File: src/rtl/mem_arbiter_if.sv
// mem_arbiter_if: bundles the fetch requester, load/store requester and
// memory-side signals of the memory-port arbiter.
//   slave  - arbiter side (takes requests and memory responses, drives
//            completions and the memory request)
//   master - environment side (core requesters plus memory model)
interface mem_arbiter_if #(
  parameter int unsigned XLEN = 32
) ();

  // Instruction-fetch requester
  logic            if_req;
  logic [XLEN-1:0] if_addr;
  logic [XLEN-1:0] if_rdata;
  logic            if_done;
  logic            if_err;

  // Load/store requester
  logic            ls_req;
  logic            ls_we;
  logic [3:0]      ls_be;
  logic [XLEN-1:0] ls_addr;
  logic [XLEN-1:0] ls_wdata;
  logic [XLEN-1:0] ls_rdata;
  logic            ls_done;
  logic            ls_err;

  // Memory port
  logic            mem_req;
  logic            mem_we;
  logic [3:0]      mem_be;
  logic [XLEN-1:0] mem_addr;
  logic [XLEN-1:0] mem_wdata;
  logic [XLEN-1:0] mem_rdata;
  logic            mem_ready;

  // Current or last grant: 0 = IF, 1 = LS
  logic            owner;

  modport slave (
    input  if_req, if_addr,
    input  ls_req, ls_we, ls_be, ls_addr, ls_wdata,
    input  mem_rdata, mem_ready,
    output if_rdata, if_done, if_err,
    output ls_rdata, ls_done, ls_err,
    output mem_req, mem_we, mem_be, mem_addr, mem_wdata,
    output owner
  );

  modport master (
    output if_req, if_addr,
    output ls_req, ls_we, ls_be, ls_addr, ls_wdata,
    output mem_rdata, mem_ready,
    input  if_rdata, if_done, if_err,
    input  ls_rdata, ls_done, ls_err,
    input  mem_req, mem_we, mem_be, mem_addr, mem_wdata,
    input  owner
  );

endinterface

File: src/rtl/mem_arbiter.sv
// mem_arbiter: shares one memory port between instruction fetch (IF) and
// load/store (LS). One access in flight at a time; ties go to whichever
// requester did not win last. Each access runs IDLE -> BUSY -> RESP, with a
// one-cycle done pulse (and timeout flag) to the owner in RESP.
//
// Ports:
//   clk   - clock, rising edge
//   rst_n - asynchronous active-low reset
//   bus   - mem_arbiter_if.slave: IF request/response, LS request/response,
//           memory request/response and the owner indication
//
// Parameters:
//   XLEN    - address/data width
//   TIMEOUT - wait cycles before an access is aborted with err; 0 disables
module mem_arbiter #(
  parameter int unsigned XLEN    = 32,
  parameter int unsigned TIMEOUT = 255
) (
  input logic          clk,
  input logic          rst_n,
  mem_arbiter_if.slave bus
);

  localparam int unsigned CntW       = (TIMEOUT == 0) ? 1 : $clog2(TIMEOUT + 1);
  localparam bit          TimeoutEn  = (TIMEOUT != 0);
  localparam logic [CntW-1:0] TimeoutCnt = CntW'(TIMEOUT);
  localparam logic [CntW-1:0] CntMax     = {CntW{1'b1}};

  typedef enum logic [1:0] {
    StIdle,
    StBusy,
    StResp
  } state_e;

  state_e          state_q, state_d;
  logic            owner_q, owner_d;
  logic            mem_we_q, mem_we_d;
  logic [3:0]      mem_be_q, mem_be_d;
  logic [XLEN-1:0] mem_addr_q, mem_addr_d;
  logic [XLEN-1:0] mem_wdata_q, mem_wdata_d;
  logic [XLEN-1:0] if_rdata_q, if_rdata_d;
  logic [XLEN-1:0] ls_rdata_q, ls_rdata_d;
  logic [CntW-1:0] cnt_q, cnt_d;
  logic            err_q, err_d;
  logic            grant_ls;

  always_ff @(posedge clk or negedge rst_n) begin
    if (!rst_n) begin
      state_q     <= StIdle;
      owner_q     <= 1'b1;  // first tie goes to IF
      mem_we_q    <= 1'b0;
      mem_be_q    <= 4'h0;
      mem_addr_q  <= '0;
      mem_wdata_q <= '0;
      if_rdata_q  <= '0;
      ls_rdata_q  <= '0;
      cnt_q       <= '0;
      err_q       <= 1'b0;
    end else begin
      state_q     <= state_d;
      owner_q     <= owner_d;
      mem_we_q    <= mem_we_d;
      mem_be_q    <= mem_be_d;
      mem_addr_q  <= mem_addr_d;
      mem_wdata_q <= mem_wdata_d;
      if_rdata_q  <= if_rdata_d;
      ls_rdata_q  <= ls_rdata_d;
      cnt_q       <= cnt_d;
      err_q       <= err_d;
    end
  end

  // LS wins when it is the only requester, or on a tie when IF owned last.
  assign grant_ls = bus.ls_req && (!bus.if_req || !owner_q);

  always_comb begin
    state_d     = state_q;
    owner_d     = owner_q;
    mem_we_d    = mem_we_q;
    mem_be_d    = mem_be_q;
    mem_addr_d  = mem_addr_q;
    mem_wdata_d = mem_wdata_q;
    if_rdata_d  = if_rdata_q;
    ls_rdata_d  = ls_rdata_q;
    cnt_d       = cnt_q;
    err_d       = err_q;

    unique case (state_q)
      StIdle: begin
        if (bus.if_req || bus.ls_req) begin
          owner_d = grant_ls;
          if (grant_ls) begin
            mem_addr_d  = bus.ls_addr;
            mem_wdata_d = bus.ls_wdata;
            mem_be_d    = bus.ls_be;
            mem_we_d    = bus.ls_we;
          end else begin
            mem_addr_d  = bus.if_addr;
            mem_wdata_d = '0;
            mem_be_d    = 4'hF;
            mem_we_d    = 1'b0;
          end
          cnt_d   = '0;
          err_d   = 1'b0;
          state_d = StBusy;
        end
      end

      StBusy: begin
        // mem_ready takes priority over a coincident timeout.
        if (bus.mem_ready) begin
          if (!mem_we_q) begin
            if (owner_q) ls_rdata_d = bus.mem_rdata;
            else         if_rdata_d = bus.mem_rdata;
          end
          state_d = StResp;
        end else if (TimeoutEn && (cnt_q == TimeoutCnt)) begin
          err_d   = 1'b1;
          state_d = StResp;
        end else if (cnt_q != CntMax) begin
          cnt_d = cnt_q + CntW'(1);
        end
      end

      StResp: begin
        cnt_d   = '0;
        err_d   = 1'b0;
        state_d = StIdle;
      end

      default: begin
        state_d = StIdle;
      end
    endcase
  end

  assign bus.mem_req   = (state_q == StBusy);
  // Write strobe only while the access is on the bus.
  assign bus.mem_we    = mem_we_q && (state_q == StBusy);
  assign bus.mem_be    = mem_be_q;
  assign bus.mem_addr  = mem_addr_q;
  assign bus.mem_wdata = mem_wdata_q;

  assign bus.if_rdata  = if_rdata_q;
  assign bus.ls_rdata  = ls_rdata_q;
  assign bus.if_done   = (state_q == StResp) && !owner_q;
  assign bus.ls_done   = (state_q == StResp) && owner_q;
  assign bus.if_err    = bus.if_done && err_q;
  assign bus.ls_err    = bus.ls_done && err_q;
  assign bus.owner     = owner_q;

endmodule
File: src/flat_wrapper.sv
// flat-port wrapper written by rule: the top's interface ports become plain ports
module mem_arbiter_flat 
#(
  parameter int unsigned XLEN    = 32,
  parameter int unsigned TIMEOUT = 255
)
  (clk, rst_n, bus_if_req, bus_if_addr, bus_ls_req, bus_ls_we, bus_ls_be, bus_ls_addr, bus_ls_wdata, bus_mem_rdata, bus_mem_ready, bus_if_rdata, bus_if_done, bus_if_err, bus_ls_rdata, bus_ls_done, bus_ls_err, bus_mem_req, bus_mem_we, bus_mem_be, bus_mem_addr, bus_mem_wdata, bus_owner);
  mem_arbiter_if #(.XLEN(XLEN)) bus_i ();
  input logic clk;
  input logic rst_n;
  input wire logic [$bits(bus_i.if_req)-1:0] bus_if_req;
  input wire logic [$bits(bus_i.if_addr)-1:0] bus_if_addr;
  input wire logic [$bits(bus_i.ls_req)-1:0] bus_ls_req;
  input wire logic [$bits(bus_i.ls_we)-1:0] bus_ls_we;
  input wire logic [$bits(bus_i.ls_be)-1:0] bus_ls_be;
  input wire logic [$bits(bus_i.ls_addr)-1:0] bus_ls_addr;
  input wire logic [$bits(bus_i.ls_wdata)-1:0] bus_ls_wdata;
  input wire logic [$bits(bus_i.mem_rdata)-1:0] bus_mem_rdata;
  input wire logic [$bits(bus_i.mem_ready)-1:0] bus_mem_ready;
  output wire logic [$bits(bus_i.if_rdata)-1:0] bus_if_rdata;
  output wire logic [$bits(bus_i.if_done)-1:0] bus_if_done;
  output wire logic [$bits(bus_i.if_err)-1:0] bus_if_err;
  output wire logic [$bits(bus_i.ls_rdata)-1:0] bus_ls_rdata;
  output wire logic [$bits(bus_i.ls_done)-1:0] bus_ls_done;
  output wire logic [$bits(bus_i.ls_err)-1:0] bus_ls_err;
  output wire logic [$bits(bus_i.mem_req)-1:0] bus_mem_req;
  output wire logic [$bits(bus_i.mem_we)-1:0] bus_mem_we;
  output wire logic [$bits(bus_i.mem_be)-1:0] bus_mem_be;
  output wire logic [$bits(bus_i.mem_addr)-1:0] bus_mem_addr;
  output wire logic [$bits(bus_i.mem_wdata)-1:0] bus_mem_wdata;
  output wire logic [$bits(bus_i.owner)-1:0] bus_owner;
  assign bus_i.if_req = bus_if_req;
  assign bus_i.if_addr = bus_if_addr;
  assign bus_i.ls_req = bus_ls_req;
  assign bus_i.ls_we = bus_ls_we;
  assign bus_i.ls_be = bus_ls_be;
  assign bus_i.ls_addr = bus_ls_addr;
  assign bus_i.ls_wdata = bus_ls_wdata;
  assign bus_i.mem_rdata = bus_mem_rdata;
  assign bus_i.mem_ready = bus_mem_ready;
  assign bus_if_rdata = bus_i.if_rdata;
  assign bus_if_done = bus_i.if_done;
  assign bus_if_err = bus_i.if_err;
  assign bus_ls_rdata = bus_i.ls_rdata;
  assign bus_ls_done = bus_i.ls_done;
  assign bus_ls_err = bus_i.ls_err;
  assign bus_mem_req = bus_i.mem_req;
  assign bus_mem_we = bus_i.mem_we;
  assign bus_mem_be = bus_i.mem_be;
  assign bus_mem_addr = bus_i.mem_addr;
  assign bus_mem_wdata = bus_i.mem_wdata;
  assign bus_owner = bus_i.owner;
  mem_arbiter #(.XLEN(XLEN), .TIMEOUT(TIMEOUT)) u_core (.clk(clk), .rst_n(rst_n), .bus(bus_i));
endmodule
File: config.mk
export PLATFORM = sky130hd
export DESIGN_NAME = mem_arbiter_flat
export DESIGN_NICKNAME = d
export VERILOG_FILES = /design/src/rtl/mem_arbiter_if.sv /design/src/rtl/mem_arbiter.sv /design/src/flat_wrapper.sv
export SDC_FILE = /design/constraint.sdc
export NUM_CORES = 1
export LEC_CHECK = 0
export CORE_MARGIN = 1
export CORE_UTILIZATION = 45
export DETAILED_ROUTE_END_ITERATION = 8
export HOLD_SLACK_MARGIN = 0.08
export PLACE_DENSITY = 0.86
export SYNTH_ARGS = -nofsm -noshare
export SYNTH_HDL_FRONTEND = slang
export SYNTH_SLANG_ARGS = --single-unit
File: constraint.sdc
create_clock -name clk -period 3.51 [get_ports clk]
set_input_delay 0.5265 -clock clk [delete_from_list [all_inputs] [get_ports clk]]
set_output_delay 0.5265 -clock clk [all_outputs]
set_load 0.02 [all_outputs]
After elaboration in Yosys (flattened, before gate mapping). Index checks and enable logic that the tools add are counted. W data, S select, Z words.

Output and inout bits: 139. Word-level logic and storage cells: 58. Flip-flop bits (word level): 145. Input bits: 138.

Reductions and logical operators: 18. Bitwise operators: 2. Add/sub/neg operators: 1. Mux-type cells: 17. Eq/ne operators: 10.

Operators with widths (count): $mux W32 (2); $mux W8 (4); $pmux W8 S3 (1); $reduce_and A4 Y1 (3); $add A8 B1 Y8 const B (1); $eq A8 B8 Y1 const B (1); $ne A8 B8 Y1 const B (1); $logic_and A1 B1 Y1 (6); $mux W2 (3); $ne A2 B1 Y1 const B (3); $reduce_and A5 Y1 (1); $mux W1 (4); $mux W4 (1); $ne A2 B2 Y1 const B (2); $pmux W2 S2 (1); $reduce_and A2 Y1 (2); $ne A3 B2 Y1 const B (1); $pmux W1 S3 (1); $reduce_bool A3 Y1 (1); $eq A2 B1 Y1 const B (1); $eq A2 B2 Y1 const B (1); $logic_not A1 Y1 (2); $logic_not A2 Y1 (1); $logic_or A1 B1 Y1 (2); $not A1 Y1 (2).

Longest topological paths before layout.
Depth in word-level cells: 5. Mapped depth: 7. Depth with buffers taken out: 5.

Worst setup path after synthesis. OpenSTA, ideal clock, no wires.

Path kind: register to output. Start point: reg u_core.state_q[1]. End point: out bus_if_err. Data required time: 2.984 ns. Data arrival time: 1.353 ns. Buffers on the path: 0. Path slack: 1.631 ns. Stages on the path, launching flop included: 3. Cells stage by stage: dfrtp_1 -> nor3b_1 -> and2_1.

Cells in the longest elaborated chain, start to end: 3.

Ends and longest elaborated chain: start: declaration (line mem_arbiter.sv:35) `state_e state_q, state_d;`; start signal: assignment (line mem_arbiter.sv:49) `state_q <= StIdle;`; start signal: assignment (line mem_arbiter.sv:60) `state_q <= state_d;`; $eq A2 B2 Y1 (line mem_arbiter.sv:146) `assign bus.if_done = (state_q == StResp) && !owner_q;`; $logic_and A1 B1 Y1 (line mem_arbiter.sv:146); via bus_if_done (line flat_wrapper.sv:21) `output wire logic [$bits(bus_i.if_done)-1:0] bus_if_done;`; $logic_and A1 B1 Y1 (line mem_arbiter.sv:148) `assign bus.if_err = bus.if_done && err_q;`; end: declaration (line flat_wrapper.sv:22) `output wire logic [$bits(bus_i.if_err)-1:0] bus_if_err;`.

The timed path passes the listed nets, and every way through them passes these cells.

Final worst setup path.
Start point: reg u_core.state_q[0]. End point: out bus_mem_we.

Cells in the longest elaborated chain, start to end: 2.

Ends and longest elaborated chain: $eq A2 B1 Y1 (line mem_arbiter.sv:139) `assign bus.mem_we = mem_we_q && (state_q == StBusy);`; $logic_and A1 B1 Y1 (line mem_arbiter.sv:139); end: declaration (line flat_wrapper.sv:27) `output wire logic [$bits(bus_i.mem_we)-1:0] bus_mem_we;`.

No other way between the ends.

==> flow_metrics.py <==
metrics = {
    "route": {
        "wl_um": 16460,
        "drc": 0,
        "vias": 4583,
        "postRouteAntennaNets": 0,
        "initialDrtViolationCount": 209,
        "highest_layer": "met4",
        "dr_wl_met2_um": 8475,
        "wl_met3_um": 1311,
        "wl_per_cell_um": 18.60,
        "drt_first_pass_iters": 5,
        "m1WireLength_um": 6200,
        "viasPerCell": 5.179,
    },
    "placement": {
        "postPlaceCellArea_um2": 8825,
        "place.gp.congestion": 0.8025,
        "post-place-ws_ns": 0.9810,
        "port_buffers": 276,
        "placed_cells": 853,
        "dp_hpwl_um": 12210,
    },
    "timing": {
        "rsz0062_at_grt": "false",
        "setup_viol": 0,
        "worst_pin_slew_ns": 0.6809,
        "hold_ws_ns": 0.1467,
        "hold_viol": 0,
        "final-max-slew-violation-count": 0,
        "setup_tns_ns": 0,
        "final.setup.worst_slack_ns": 0.8369,
        "finalCritPeriodShare": 0.7616,
        "fmax_mhz": 374.1,
        "slew_headroom": 0.5461,
        "fin_crit_ns": 2.673,
        "skew_ns": 0.005033,
    },
    "die": {
        "coreArea_um2": 12770,
        "die_area_um2": 13740,
        "dieWidth_um": 117.2,
        "die_h_um": 117.2,
        "io_pins": 277,
        "rows": 41,
        "initial_core_util": 0.4675,
    },
    "synthesis": {
        "synth_top_family_by_area": "multiplexers",
        "synth_compound_area_frac": 0.1012,
        "synth_xor_area_frac": 0,
        "synth_cells": 427,
        "synth_fa_ha_area_frac": 0.002095,
        "ys_seq_elements": 145,
        "synth-seq-area-share": 0.6078,
        "synth_warnings": 0,
        "syn-cell-area_um2": 5972,
        "synth_simple_gate_area_frac": 0.05971,
        "synth_fp_nets": 566,
        "avgSynthCellArea_um2": 13.99,
        "ys_types": 41,
        "synth.area.mux_share": 0.1948,
    },
    "clocking": {
        "clockRootBuffer": "clkbuf_16",
        "post-cts-setup-buffers": 0,
        "cts_htree_levels": 4,
        "path_clk_slew_ns": 0.06,
        "postCtsHoldBufs": 0,
        "cts-resized-gates": 0,
        "clock_sinks": 145,
        "cts_tree": "built",
        "cts.path.max_buffers": 2,
        "cts_buffers": 17,
        "insertion_delay_ns": 0.41,
    },
    "finish": {
        "drive_above_1_share": 0.1097,
        "area_growth_pct": 57.18,
        "finalNetCount": 839,
        "final_cell_area_um2": 9387,
        "layout_common_cells": "clkdlybuf4s50_1, dfrtp_1, nand2_1, a22o_1, mux2i_1",
        "layout_commonest_cell": "clkdlybuf4s50_1",
        "instances_no_fill": 885,
        "fillers": 816,
    },
    "setup_path": {
        "start_kind": "flip-flop",
        "worst-setup-path-type": "reg2out",
        "path_max_fanout": 9,
        "critPathRequiredTime_ns": 2.98,
        "worst_ep_arrival_time_ns": 2.15,
        "cp-end-kind": "output pin",
    },
    "power_and_ir_drop": {
        "p_per_area_nw_per_um2": 956.3,
        "internal-power_w": 0.005738,
        "irDropWorstVdd_mv": 0.4909,
        "swShare": 0.3608,
        "p_switching_w": 0.003239,
        "clock_power_share": 0.188,
        "seqPwrFrac": 0.333,
        "comb_power_share": 0.479,
        "leakage_nw": 4.106,
    },
    "min_path": {
        "holdCritPathClass": "in2async",
    },
    "global_routing": {
        "grt_pass1_vias": 4709,
        "grt_pass1_wl_um": 24230,
        "grt_max_degree": 100,
        "grt_use_total": 0.2396,
        "globalRouteOverflowTotal": 0,
        "antenna_found_initial": 2,
    },
    "flow_run": {
        "cap_violations": 0,
    },
    "status": {
        "status": "finished clean",
    },
}
synthesized netlist by cell type, drive strengths merged:
| library cell | instances | area share |
|---|---|---|
| or3 | 2 | 0.0021 |
| a211o | 1 | 0.0015 |
| or2b | 1 | 0.0013 |
| clkbuf | 8 | 0.0050 |
| nor2b | 1 | 0.0015 |
| a31oi | 4 | 0.0042 |
| buf | 19 | 0.029 |
| o211ai | 1 | 0.0013 |
| dfstp | 1 | 0.0044 |
| mux2i | 33 | 0.055 |
| nand3 | 3 | 0.0025 |
| a41oi | 2 | 0.0029 |
| o21ai | 35 | 0.029 |
| and4bb | 1 | 0.0021 |
| o21a | 2 | 0.0025 |
| nor3 | 3 | 0.0034 |
| a22o | 34 | 0.050 |
| nand4 | 1 | 0.0010 |
| ha | 1 | 0.0021 |
| nand2 | 40 | 0.025 |
| nor3b | 2 | 0.0034 |
| a21boi | 1 | 0.0013 |
| mux2 | 64 | 0.14 |
| and4 | 1 | 0.0015 |
| nand4b | 1 | 0.0040 |
| and3 | 2 | 0.0021 |
| and3b | 1 | 0.0017 |
| o22a | 4 | 0.0059 |
| a21oi | 3 | 0.0025 |
| dfrtp | 144 | 0.60 |
| nor2 | 6 | 0.0038 |
| inv | 1 | 0.00063 |
| and2 | 4 | 0.0044 |
power groups by stage:
stage | logic (W) | registers, W | clock network [W]
3_5_place_dp | 0.00431 | 0.00300 | 0
4_1_cts | 0.00434 | 0.00299 | 0.00172
3_3_place_gp | 0.00420 | 0.00295 | 0
5_1_grt | 0.00456 | 0.00308 | 0.00180
2_1_floorplan | 0.00133 | 0.00385 | 0
6_report | 0.00430 | 0.00299 | 0.00169
metrics by stage:
stage | total power [W] | util
after global placement | 0.007154 | 0.6909
final | 0.008977 | 0.7348
after global routing | 0.009435 | 0.7348
after CTS | 0.009048 | 0.7345
after detailed placement | 0.007305 | 0.6909
after floorplan | 0.005182 | -
layer usage:
metal  vias to the layer above  GRT usage
met4                         0     0.1181
met5                         -          0
met2                       217     0.4239
li1                       2083          -
met1                      2253     0.2589
met3                        30    0.07570
critical path, cell delays in order (launching register included):
cell             delay, ns
dfrtp_1               0.48
nor2b_2               0.43
and2_2                0.21
clkdlybuf4s50_1       0.62
logic make-up after synthesis:
group / count (synthesis)
compound gates: 87
fa+ha+maj: 1
buf+inv: 28
flops: 145
mux: 97
simple gates: 69
flip-flops by register name (all words and copies together), names as in the netlist:
register and flops:
u_core.bus.mem_be 4, u_core.cnt_q 8, u_core.err_q 1, u_core.bus.if_rdata 32
u_core.state_q 2, u_core.mem_we_q 1, u_core.bus.ls_rdata 32, u_core.bus.mem_wdata 32
u_core.bus.mem_addr 32, u_core.bus.owner 1
final timing paths:
kind,from,cells past startpoint,slack [ns],endpoint
worst max register to register,u_core.state_q[0]$_DFFE_PN0P_,4,1.28,u_core.bus.if_rdata[18]$_DFFE_PN0P_
worst min-delay path,rst_n,1,0.15,u_core.bus.if_rdata[12]$_DFFE_PN0P_
min in group clk,u_core.bus.mem_addr[18]$_DFFE_PN0P_,2,0.48,u_core.bus.mem_addr[18]$_DFFE_PN0P_
max in group asynchronous,rst_n,2,2.54,u_core.bus.if_rdata[31]$_DFFE_PN0P_
worst min register to register,u_core.bus.mem_addr[18]$_DFFE_PN0P_,2,0.48,u_core.bus.mem_addr[18]$_DFFE_PN0P_
worst max-delay path,u_core.state_q[0]$_DFFE_PN0P_,3,0.84,bus_mem_we
layout make-up:
cell class | instances | area (µm²) | area share
Antenna cell | 2 | 5.005 | 0.0005332
Multi-Input combinational cell | 254 | 2150 | 0.2290
Timing Repair Buffer | 281 | 2826 | 0.3011
Tap cell | 172 | 215.2 | 0.02293
Clock inverter | 6 | 55.05 | 0.005865
Clock buffer | 24 | 501.7 | 0.05345
Sequential cell | 145 | 3630 | 0.3867
Inverter | 1 | 3.754 | 0.0003999
No activity file was read; power rests on OpenSTA's default activity.
==> variant, RTL diff (config.mk and constraints unchanged) <==
`XLEN` is set to 32 in 3 places; all go to 16.
--- a/src/rtl/mem_arbiter_if.sv
+++ b/src/rtl/mem_arbiter_if.sv
@@ -4,7 +4,7 @@
 //            completions and the memory request)
 //   master - environment side (core requesters plus memory model)
 interface mem_arbiter_if #(
-  parameter int unsigned XLEN = 32
+  parameter int unsigned XLEN = 16
 ) ();
 
   // Instruction-fetch requester
--- a/src/rtl/mem_arbiter.sv
+++ b/src/rtl/mem_arbiter.sv
@@ -13,7 +13,7 @@
 //   XLEN    - address/data width
 //   TIMEOUT - wait cycles before an access is aborted with err; 0 disables
 module mem_arbiter #(
-  parameter int unsigned XLEN    = 32,
+  parameter int unsigned XLEN    = 16,
   parameter int unsigned TIMEOUT = 255
 ) (
   input logic          clk,
--- a/src/flat_wrapper.sv
+++ b/src/flat_wrapper.sv
@@ -1,7 +1,7 @@
 // flat-port wrapper written by rule: the top's interface ports become plain ports
 module mem_arbiter_flat 
 #(
-  parameter int unsigned XLEN    = 32,
+  parameter int unsigned XLEN    = 16,
   parameter int unsigned TIMEOUT = 255
 )
   (clk, rst_n, bus_if_req, bus_if_addr, bus_ls_req, bus_ls_we, bus_ls_be, bus_ls_addr, bus_ls_wdata, bus_mem_rdata, bus_mem_ready, bus_if_rdata, bus_if_done, bus_if_err, bus_ls_rdata, bus_ls_done, bus_ls_err, bus_mem_req, bus_mem_we, bus_mem_be, bus_mem_addr, bus_mem_wdata, bus_owner);
Interface: changed (8 resized); port bits go from 277 to 149. No check against the original RTL was run, so the function may have changed too.
==> variant against the unedited design <==
- total power shrank 49%
- first-iteration DRC count is 61% lower
- sequential cell count shrank 64
- setup slack improved by 0.20 ns
- cell area down 45%
- routed wire length decreased by 53%
- synthesized area down 44%
- register-to-register slack gained 0.06 ns
- clock skew is 0.0018 ns higher
- core utilization decreased by 2.3 points
- critical path type unchanged
- critical endpoint is now bus_if_err
- largest power group unchanged
==> variant: results (changes against the unedited design) <==
status: "completed"  # unchanged
ir_drop_v: 0.0004245  # was 0.0004909 V
grt_max_degree: 82  # was 100
crit_arrival_ns: 1.94  # was 2.15 ns
seq-cell-share_pct: 39.47  # was 38.67%
clkbuf_count: 9  # was 24
root_buffer: "clkbuf_8"  # was clkbuf_16
seq_cell_count: 81  # was 145
place_congestion: 0.7708  # was 0.8025
avgSynthCellArea_um2: 13.02  # was 13.99 µm²
synth_adder_area_share_pct: 0.3740  # was 0.2095%
grt_antenna_before_repair: 0  # was 2
place.port_buffers: 148  # was 276
synth_common_cells: "80 x dfrtp_1, 32 x mux2_2, 24 x nand2_1"  # was 144 x dfrtp_1, 40 x nand2_1, 34 x a22o_1
worst_slew_pin_slew_ns: 0.9787  # was 0.6809 ns
cp_top_family: "buffers and inverters"  # was simple AND/OR/NAND/NOR gates
crit_fanout: 7  # was 9
n_all_buffers: 152  # was 281
synth_compound_area_share_pct: 11.18  # was 10.12%
synth_cell_types: 34  # was 41
drtIter0Drc: 82  # was 209
post_drt_via_cell_ratio: 5.162  # was 5.179
num-nonclk-inverters: 3  # was 1
grt_pass1_wl_um: 12230  # was 24230 µm
fin_worst_skew_ns: 0.006848  # was 0.005033 ns
placed_cell_area_mm2: 0.004912  # was 0.008825 mm²
buf_share_pct: 29.36  # was 30.11%
final_util_pct: 71.23  # was 73.48%
htreeDepth: 3  # was 4
die_area_mm2: 0.007784  # was 0.01374 mm²
wl_per_cell_um: 15.25  # was 18.60 µm
synthMuxAreaShare_pct: 15.86  # was 19.48%
synthTopCellsByArea: "dfrtp_1 60%, mux2_2 11%, mux2i_1 5.1%"  # was dfrtp_1 60%, mux2_4 7.5%, mux2_1 5.7%
clk_latency_ns: 0.34  # was 0.41 ns
n_fill_cell: 530  # was 816
variant: final timing paths:
path	startpoint	slack, ns	endpoint	depth (start not counted)
min in group clk	u_core.bus.mem_addr[4]	0.49	u_core.bus.mem_addr[4]	2
worst max register to register	u_core.cnt_q[0]	1.34	u_core.cnt_q[5]	5
worst min register to register	u_core.bus.mem_addr[4]	0.49	u_core.bus.mem_addr[4]	2
max in group asynchronous	rst_n	2.55	u_core.cnt_q[4]	1
worst min-delay path	rst_n	0.34	u_core.bus.if_rdata[15]	1
worst max-delay path	u_core.state_q[0]	1.04	bus_if_err	3
variant: metal layers:
layer | GRT usage, % | wire (µm)
met5 | 0 | 0
met4 | 7.918 | 122
met3 | 5.410 | 607
met2 | 34.13 | 3761
met1 | 26.15 | 3301
variant: power by group:
group	internal, mW	switching (mW)	total, mW
registers	1.36	0.265	1.62
clock network	0.408	0.348	0.756
logic	1.14	1.08	2.22
